<file path="src/rtl/sdram_clk_supervisor.sv">
// SDRAM PLL supervisor: PLL reset, filtered lock wait, SDRAM power-up delay, then RUN
// with phase-aligned per-channel clock-enable pulse trains; bounded retries on lock loss.
module sdram_clk_supervisor #(
   parameter int NUM_CH       = 2,
   parameter int DIV_W        = 8,
   parameter int DEF_DIV      = 0,
   parameter int RST_HOLD     = 8,
   parameter int LOCK_FILTER  = 16,
   parameter int LOCK_TIMEOUT = 4096,
   parameter int PWRUP_CYCLES = 20000,
   parameter int RETRY_MAX    = 3
) (
   input  logic                                                 clk,
   input  logic                                                 rst_n,
   input  logic                                                 pll_locked,
   output logic                                                 pll_rst,
   output logic                                                 sdram_rst,
   output logic                                                 ready,
   output logic                                                 fail,
   output logic [((RETRY_MAX < 3) ? 2 : $clog2(RETRY_MAX+1))-1:0] retry_cnt,
   input  logic [NUM_CH*DIV_W-1:0]                              cfg_div,
   input  logic [NUM_CH*DIV_W-1:0]                              cfg_phase,
   input  logic                                                 cfg_wr,
   output logic [NUM_CH-1:0]                                    ce
);

   localparam int RC_W    = (RETRY_MAX < 3) ? 2 : $clog2(RETRY_MAX+1);
   localparam int MAX_A   = (RST_HOLD > LOCK_TIMEOUT) ? RST_HOLD : LOCK_TIMEOUT;
   localparam int MAX_CNT = (MAX_A > PWRUP_CYCLES) ? MAX_A : PWRUP_CYCLES;
   localparam int CNT_W   = $clog2(MAX_CNT+1);
   localparam int FLT_W   = $clog2(LOCK_FILTER+1);

   localparam logic [CNT_W-1:0] RST_LAST   = CNT_W'(RST_HOLD-1);
   localparam logic [CNT_W-1:0] TO_LAST    = CNT_W'(LOCK_TIMEOUT-1);
   localparam logic [CNT_W-1:0] PW_LAST    = CNT_W'(PWRUP_CYCLES-1);
   localparam logic [FLT_W-1:0] FLT_LAST   = FLT_W'(LOCK_FILTER-1);
   localparam logic [RC_W-1:0]  RETRY_LAST = RC_W'(RETRY_MAX-1);

   typedef enum logic [2:0] {
      ST_PLL_RST, ST_WAIT_LOCK, ST_PWRUP, ST_RUN, ST_FAIL
   } state_e;

   state_e           state_q, state_d;
   logic [CNT_W-1:0] cnt_q, cnt_d;
   logic [FLT_W-1:0] filt_q, filt_d;
   logic [RC_W-1:0]  retry_q, retry_d;
   logic             lk_meta_q, lk_q;
   logic             ready_q, sdram_rst_q;
   logic             attempt_fail;
   logic             run_keep;

   always_ff @(posedge clk or negedge rst_n) begin
      if (!rst_n) begin
         state_q     <= ST_PLL_RST;
         cnt_q       <= '0;
         filt_q      <= '0;
         retry_q     <= '0;
         lk_meta_q   <= 1'b0;
         lk_q        <= 1'b0;
         ready_q     <= 1'b0;
         sdram_rst_q <= 1'b1;
      end else begin
         state_q     <= state_d;
         cnt_q       <= cnt_d;
         filt_q      <= filt_d;
         retry_q     <= retry_d;
         lk_meta_q   <= pll_locked;
         lk_q        <= lk_meta_q;
         // ready/sdram_rst follow RUN one cycle late and drop on the edge after lock loss
         ready_q     <= (state_q == ST_RUN) && lk_q;
         sdram_rst_q <= !((state_q == ST_RUN) && lk_q);
      end
   end

   always_comb begin
      state_d      = state_q;
      cnt_d        = cnt_q;
      filt_d       = filt_q;
      retry_d      = retry_q;
      attempt_fail = 1'b0;
      case (state_q)
         ST_PLL_RST: begin
            filt_d = '0;
            if (cnt_q == RST_LAST) begin
               state_d = ST_WAIT_LOCK;
               cnt_d   = '0;
            end else begin
               cnt_d = cnt_q + 1'b1;
            end
         end
         ST_WAIT_LOCK: begin
            filt_d = lk_q ? filt_q + 1'b1 : '0;
            cnt_d  = cnt_q + 1'b1;
            // lock acceptance takes priority over a coincident timeout
            if (lk_q && (filt_q == FLT_LAST)) begin
               state_d = ST_PWRUP;
               cnt_d   = '0;
               filt_d  = '0;
            end else if (cnt_q == TO_LAST) begin
               attempt_fail = 1'b1;
            end
         end
         ST_PWRUP: begin
            if (!lk_q) begin
               attempt_fail = 1'b1;
            end else if (cnt_q == PW_LAST) begin
               state_d = ST_RUN;
               cnt_d   = '0;
               retry_d = '0;
            end else begin
               cnt_d = cnt_q + 1'b1;
            end
         end
         ST_RUN: begin
            if (!lk_q) attempt_fail = 1'b1;
         end
         ST_FAIL: begin
         end
         default: state_d = ST_PLL_RST;
      endcase
      if (attempt_fail) begin
         retry_d = retry_q + 1'b1;
         cnt_d   = '0;
         filt_d  = '0;
         state_d = (retry_q == RETRY_LAST) ? ST_FAIL : ST_PLL_RST;
      end
   end

   always_comb begin
      pll_rst   = (state_q == ST_PLL_RST) || (state_q == ST_FAIL);
      fail      = (state_q == ST_FAIL);
      ready     = ready_q;
      sdram_rst = sdram_rst_q;
      retry_cnt = retry_q;
   end

   // counters only advance while RUN continues; any exit or cfg_wr parks them at 0
   assign run_keep = (state_q == ST_RUN) && (state_d == ST_RUN);

   for (genvar gi = 0; gi < NUM_CH; gi++) begin : g_ch
      logic [DIV_W-1:0] div_q, phase_q, ccnt_q, ccnt_d, eff_phase;

      always_ff @(posedge clk or negedge rst_n) begin
         if (!rst_n) begin
            div_q   <= DIV_W'(DEF_DIV);
            phase_q <= '0;
            ccnt_q  <= '0;
         end else begin
            if (cfg_wr) begin
               div_q   <= cfg_div[gi*DIV_W +: DIV_W];
               phase_q <= cfg_phase[gi*DIV_W +: DIV_W];
            end
            ccnt_q <= ccnt_d;
         end
      end

      always_comb begin
         eff_phase = (phase_q > div_q) ? div_q : phase_q;
         ccnt_d    = '0;
         if (run_keep && !cfg_wr) begin
            ccnt_d = (ccnt_q >= div_q) ? '0 : ccnt_q + 1'b1;
         end
      end

      assign ce[gi] = (state_q == ST_RUN) && (ccnt_q == eff_phase);
   end

endmodule

</file>
<file path="config.mk">
export PLATFORM = sky130hd
export DESIGN_NAME = sdram_clk_supervisor
export DESIGN_NICKNAME = d
export VERILOG_FILES = /design/src/rtl/sdram_clk_supervisor.sv
export SDC_FILE = /design/constraint.sdc
export NUM_CORES = 1
export LEC_CHECK = 0
export BUFFER_PORTS_ARGS = -buffer_cell sky130_fd_sc_hd__buf_2
export CORE_ASPECT_RATIO = 0.75
export CORE_MARGIN = 2
export CORE_UTILIZATION = 50
export DETAILED_ROUTE_END_ITERATION = 7
export PLACE_DENSITY = 0.65
export SETUP_SLACK_MARGIN = 0.3
export SLEW_MARGIN = 20
export SYNTH_ARGS = -nofsm -noshare
export SYNTH_HDL_FRONTEND = slang
export SYNTH_SLANG_ARGS = --single-unit
</file>
<file path="constraint.sdc">
create_clock -name clk -period 3.1 [get_ports clk]
set_clock_uncertainty 0.15 [all_clocks]
set_input_delay 0.31 -clock clk [delete_from_list [all_inputs] [get_ports clk]]
set_output_delay 0.31 -clock clk [all_outputs]
set_load 0.01 [all_outputs]
</file>
After elaboration in Yosys (flattened, before gate mapping):

Cells that the tools add are included.

* register bits: 77
* output and inout port bits: 8
* logic and storage cells: 86

* $add $sub $neg: 5
* $lt $le $gt $ge: 4
* equal/unequal tests: 13
* multiplexer cells: 31
* reductions and logical operators: 19

Operator list (count)
* 15-bit two-way mux: 5
* 8-bit two-way mux: 6
* 15-bit case mux with 3 select lines: 1
* 3-bit two-way mux: 6
* 8-bit by 1-bit adder with 8-bit output (second input constant): 2
* 8-bit == test: 2
* 8-bit greater-or-equal comparator: 2
* 8-bit greater-than comparator: 2
* 15-bit by 1-bit adder with 15-bit output (second input constant): 1
* 15-bit by 12-bit == test with 1-bit output (second input constant): 1
* 15-bit == test (second input constant): 1
* 15-bit by 3-bit == test with 1-bit output (second input constant): 1
* 5-bit two-way mux: 3
* 3-bit case mux with 4 select lines: 1
* 5-bit case mux with 2 select lines: 1
* 3-bit by 2-bit == test with 1-bit output (second input constant): 3
* 2-bit two-way mux: 4
* 1-bit logical AND: 6
* 2-bit nonzero test: 3
* 5-bit by 1-bit adder with 5-bit output (second input constant): 1
* 5-bit by 4-bit == test with 1-bit output (second input constant): 1
* 4-bit nonzero test: 1
* 2-bit OR reduction: 2
* 3-bit by 1-bit == test with 1-bit output (second input constant): 1
* 12 further kinds: 15

Longest topological paths before layout:

* depth after elaboration: 9
* depth in mapped cells: 11
* mapped depth without buffers: 10

Least setup slack after synthesis:

OpenSTA, ideal clock, no wires.

* path kind: register to output
* start: register g_ch[1].div_q[1]
* end: output ce[1]
* data arrival time: 2.301 ns
* data required time: 2.640 ns
* path slack: 0.339 ns
* cell stages (with the launch flop): 11
* path buffers: 0
* cells stage by stage: dfrtp_1 inv_1 ha_1 nor2b_4 o211ai_2 a21oi_2 o31ai_4 mux2i_1 xor2_1 nand4_1 nor4_2

* word-level cells in the longest chain between the ends: 4

Ends and longest elaborated chain
* start: declaration: line 141 `logic [DIV_W-1:0] div_q, phase_q, ccnt_q, ccnt_d, eff_phase;`
* start signal: assignment: line 145 `div_q <= DIV_W'(DEF_DIV);`
* start signal: assignment: line 150 `div_q <= cfg_div[gi*DIV_W +: DIV_W];`
* 8-bit greater-than comparator: line 158 `eff_phase = (phase_q > div_q) ? div_q : phase_q;`
* 8-bit two-way mux (*): line 158
* 8-bit == test (*): line 165 `assign ce[gi] = (state_q == ST_RUN) && (ccnt_q == eff_phase);`
* 1-bit logical AND (*): line 165
* end: declaration: line 24 `output logic [NUM_CH-1:0] ce`

Every way passes the cells marked *; elsewhere a longest branch is shown, timed or not.

Worst setup path after layout:

Same ends and word-level chain as after synthesis.

==> results.json <==
{
  "ys_top_cells_by_area": "dfrtp_1, ha_1, mux2_2",
  "violations": "negative setup slack",
  "antenna_cells": 0,
  "antenna_found_initial": 0,
  "relSlewSlack_pct": 42.64,
  "yosysUniqueCellTypes": 58,
  "synth_top_area_share_pct": 41.83,
  "power.share.combinational_pct": 19.9,
  "reg2reg_from": "cnt_q[0]",
  "post-route-drc-count": 0,
  "crit_required_ps": 2640,
  "start_kind": "flop",
  "wire_per_inst_um": 15.65,
  "wl_mm": 10.03,
  "dp_hpwl_mm": 6.714,
  "critPathSlowestCell": "dfrtp_1",
  "ys_warn_count": 0,
  "crit_cells": 12,
  "worst-path-max-fanout": 3,
  "path_cells": "inv_2, ha_4, nor2b_4, o211ai_2, a21oi_2, o31ai_4, buf_6, mux2i_1, xor2_1, nand3_1, nor4_2, buf_2",
  "cts_sinks": 77,
  "rows": 30,
  "setup_violations": 1,
  "async_reset_ff_share_pct": 100.0,
  "die_h_um": 86.59,
  "cts.clk_slew.worst_paths_ps": 60,
  "min_from": "cfg_div[4]",
  "grt_pass1_wl_mm": 16.50,
  "crit_type": "reg -> out",
  "firstDrtPassIters": 4,
  "syn_area_per_cell_um2": 9.799,
  "fmax_ghz": 0.3079,
  "die_area_um2": 9881,
  "leakagePower_nw": 2.504,
  "synth_seq_area_share_pct": 42.41,
  "synth_nets": 538,
  "reg2regPathDepth": 10,
  "grt_use_total_pct": 21.32,
  "layout-drive-gt1-share_pct": 25.90,
  "numCtsBuffers": 9,
  "io_buffers": 43,
  "final_area_um2": 5468,
  "netlist_instances": 464,
  "ios": 44,
  "clkPwrFrac_pct": 38.1,
  "synth-edff-count": 0,
  "powerDensity_nw_per_um2": 513.5,
  "period_share_pct": 104.8,
  "internal_power_mw": 2.025,
  "fp.dieW_um": 114.1,
  "swShare_pct": 27.88,
  "nets": 599,
  "synth_top_area_cell": "dfrtp_1",
  "grt_max_degree": 78,
  "worstSetupEndpointType": "primary output",
  "finalHoldViolCount": 0,
  "final_cell_mix": "dfrtp_1, nand2_1, buf_2, nor2_1",
  "root_buffer": "clkbuf_16",
  "clk_path_buf_depth": 2,
  "drv_cap": 0,
  "critical_path_buf_inv_count": 3,
  "r2r_slack_ps": 500,
  "total_power_mw": 2.808,
  "min_period_ps": 3247,
  "peakVddDrop_mv": 0.2863,
  "num_vias": 3554,
  "synth_ff_type": "dfrtp_1",
  "endpoint": "ce[1]",
  "pwr-share-seq_pct": 42.0,
  "yosys_register_bits": 77,
  "htree_num_levels": 3,
  "ant_nets": 0,
  "slowest_delay_ps": 370,
  "drt-initial-drc-count": 180,
  "worstPathArrival_ps": 2790,
  "cts_tree": "built",
  "coreArea_um2": 8934,
  "grt_pass1_vias": 3362,
  "start_util_pct": 50.90,
  "placed_area_um2": 4845,
  "tightest_slew_ps": 860.4,
  "synth_area_um2": 4547,
  "gp_congestion": 0.8637,
  "area_growth_pct": 20.25,
  "drv_slew": 0,
  "r2r_end": "cnt_q[14]",
  "layout_commonest_cell": "dfrtp_1",
  "layout_setup_ws_ps": -147.5,
  "crit_family": "compound AO/OA/AOI/OAI gates",
  "grt_overflow": 0,
  "crit_start": "g_ch[1].div_q[1]",
  "clkLatencyLatePin_ps": 340,
  "hold_path.class": "in -> reg",
  "via_per_inst": 5.544,
  "rsz0062_at_grt": "yes",
  "p_switching_mw": 0.7828,
  "status": "complete, but fails checks"
}
## power by group through the flow
stage | combinational [mW] | sequential [mW] | clock [mW]
final | 0.560 | 1.18 | 1.07
after CTS | 0.505 | 1.18 | 1.09
after global routing | 0.624 | 1.19 | 1.13
after floorplan | 0.327 | 1.16 | 0
after detailed placement | 0.429 | 1.19 | 0
after global placement | 0.415 | 1.19 | 0
## sequential cells by signal (all words and copies together), names as in the netlist
name	count
g_ch.ccnt_q	16
g_ch.div_q	16
g_ch.phase_q	16
cnt_q	15
filt_q	5
state_q	3
retry_cnt	2
lk_meta_q	1
lk_q	1
ready	1
sdram_rst	1
## cells in the mapped netlist, types with 3 or more instances
library cell	number
nand3_1	16
nand4_1	8
buf_2	3
ha_1	38
o211ai_1	3
nor4_1	3
or2_2	3
nand2_1	45
o21ai_1	6
nor3_1	5
nor2b_1	6
mux2_2	16
a22oi_1	4
a31oi_1	4
nor2_1	39
nand2b_1	6
and3_1	9
xor2_1	19
o21ai_0	34
o31ai_1	6
inv_1	26
mux2i_1	11
a21oi_1	18
xnor2_1	14
dfrtp_1	76
buf_1	3
clkbuf_1	7
o211ai_2	3
## per-stage QoR
stage | setup TNS [ps] | worst slack (ps) | cells | utilization (%) | hold slack (ps)
after CTS | -157.3 | -157.3 | 634 | 59.52 | 27.45
after detailed placement | -52.80 | -52.80 | 606 | 54.23 | 187.8
after global placement | 0 | 85.45 | 606 | 54.23 | 184.3
after global routing | -309.7 | -276.2 | 641 | 61.20 | 31.99
after floorplan | 0 | 338.7 | 464 | - | -135.6
final | -147.5 | -147.5 | 641 | 61.20 | 28.40
## metal layers
layer,GRT usage [%],share of wire [%],wire [um]
met5,0,0,0
met4,6.984,1.4,142
met2,31.93,45,4555
met3,5.175,4.6,465
met1,30.65,49,4872
## worst reg2reg max path: stages (launching register included)
cell	delay (ps)
dfrtp_1	410
ha_1	270
nand3_2	170
nor3_4	300
and3_1	270
a41oi_2	170
o21ai_4	270
buf_4	200
nor2b_1	50
o21ai_0	140
o31ai_1	90
## logic make-up after synthesis
logic type | synth area share (%)
multiplexers | 6.384
flip-flops | 42.41
AO/OA/AOI/OAI | 13.57
AND/OR/NAND/NOR | 16.87
XOR/XNOR | 6.357
buffers and inverters | 3.963
adder cells (fa/ha/maj) | 10.46
## how the worst min path moves through the flow
stage / end / slack (ps) / cells past startpoint
5_1_grt: g_ch[1].div_q[4] / 30 / 3
4_1_cts: g_ch[1].phase_q[2] / 30 / 1
2_1_floorplan: cnt_q[0] / -140 / 0
3_5_place_dp: lk_q / 190 / 0
3_3_place_gp: lk_q / 180 / 0
6_report: g_ch[0].div_q[4] / 30 / 3
## timing repair
action	4_1_cts	5_1_grt
pin swaps	9	7
hold endpoints to repair	1	20
gates cloned	0	0
buffers inserted	12	5
hold buffers	1	1
setup endpoints to repair	2	10
gates resized for setup	14	18
## final cells by class
class | count | area, um2
multi-input cells | 345 | 2570
inverters | 26 | 97.59
clock inverters | 4 | 47.55
well taps | 112 | 140.1
fillers | 767 | 3466
clock buffers | 11 | 252.7
flip-flops and latches | 77 | 1929
repair buffers | 66 | 430.4
Note: power is estimated with default switching activity, not from simulation.
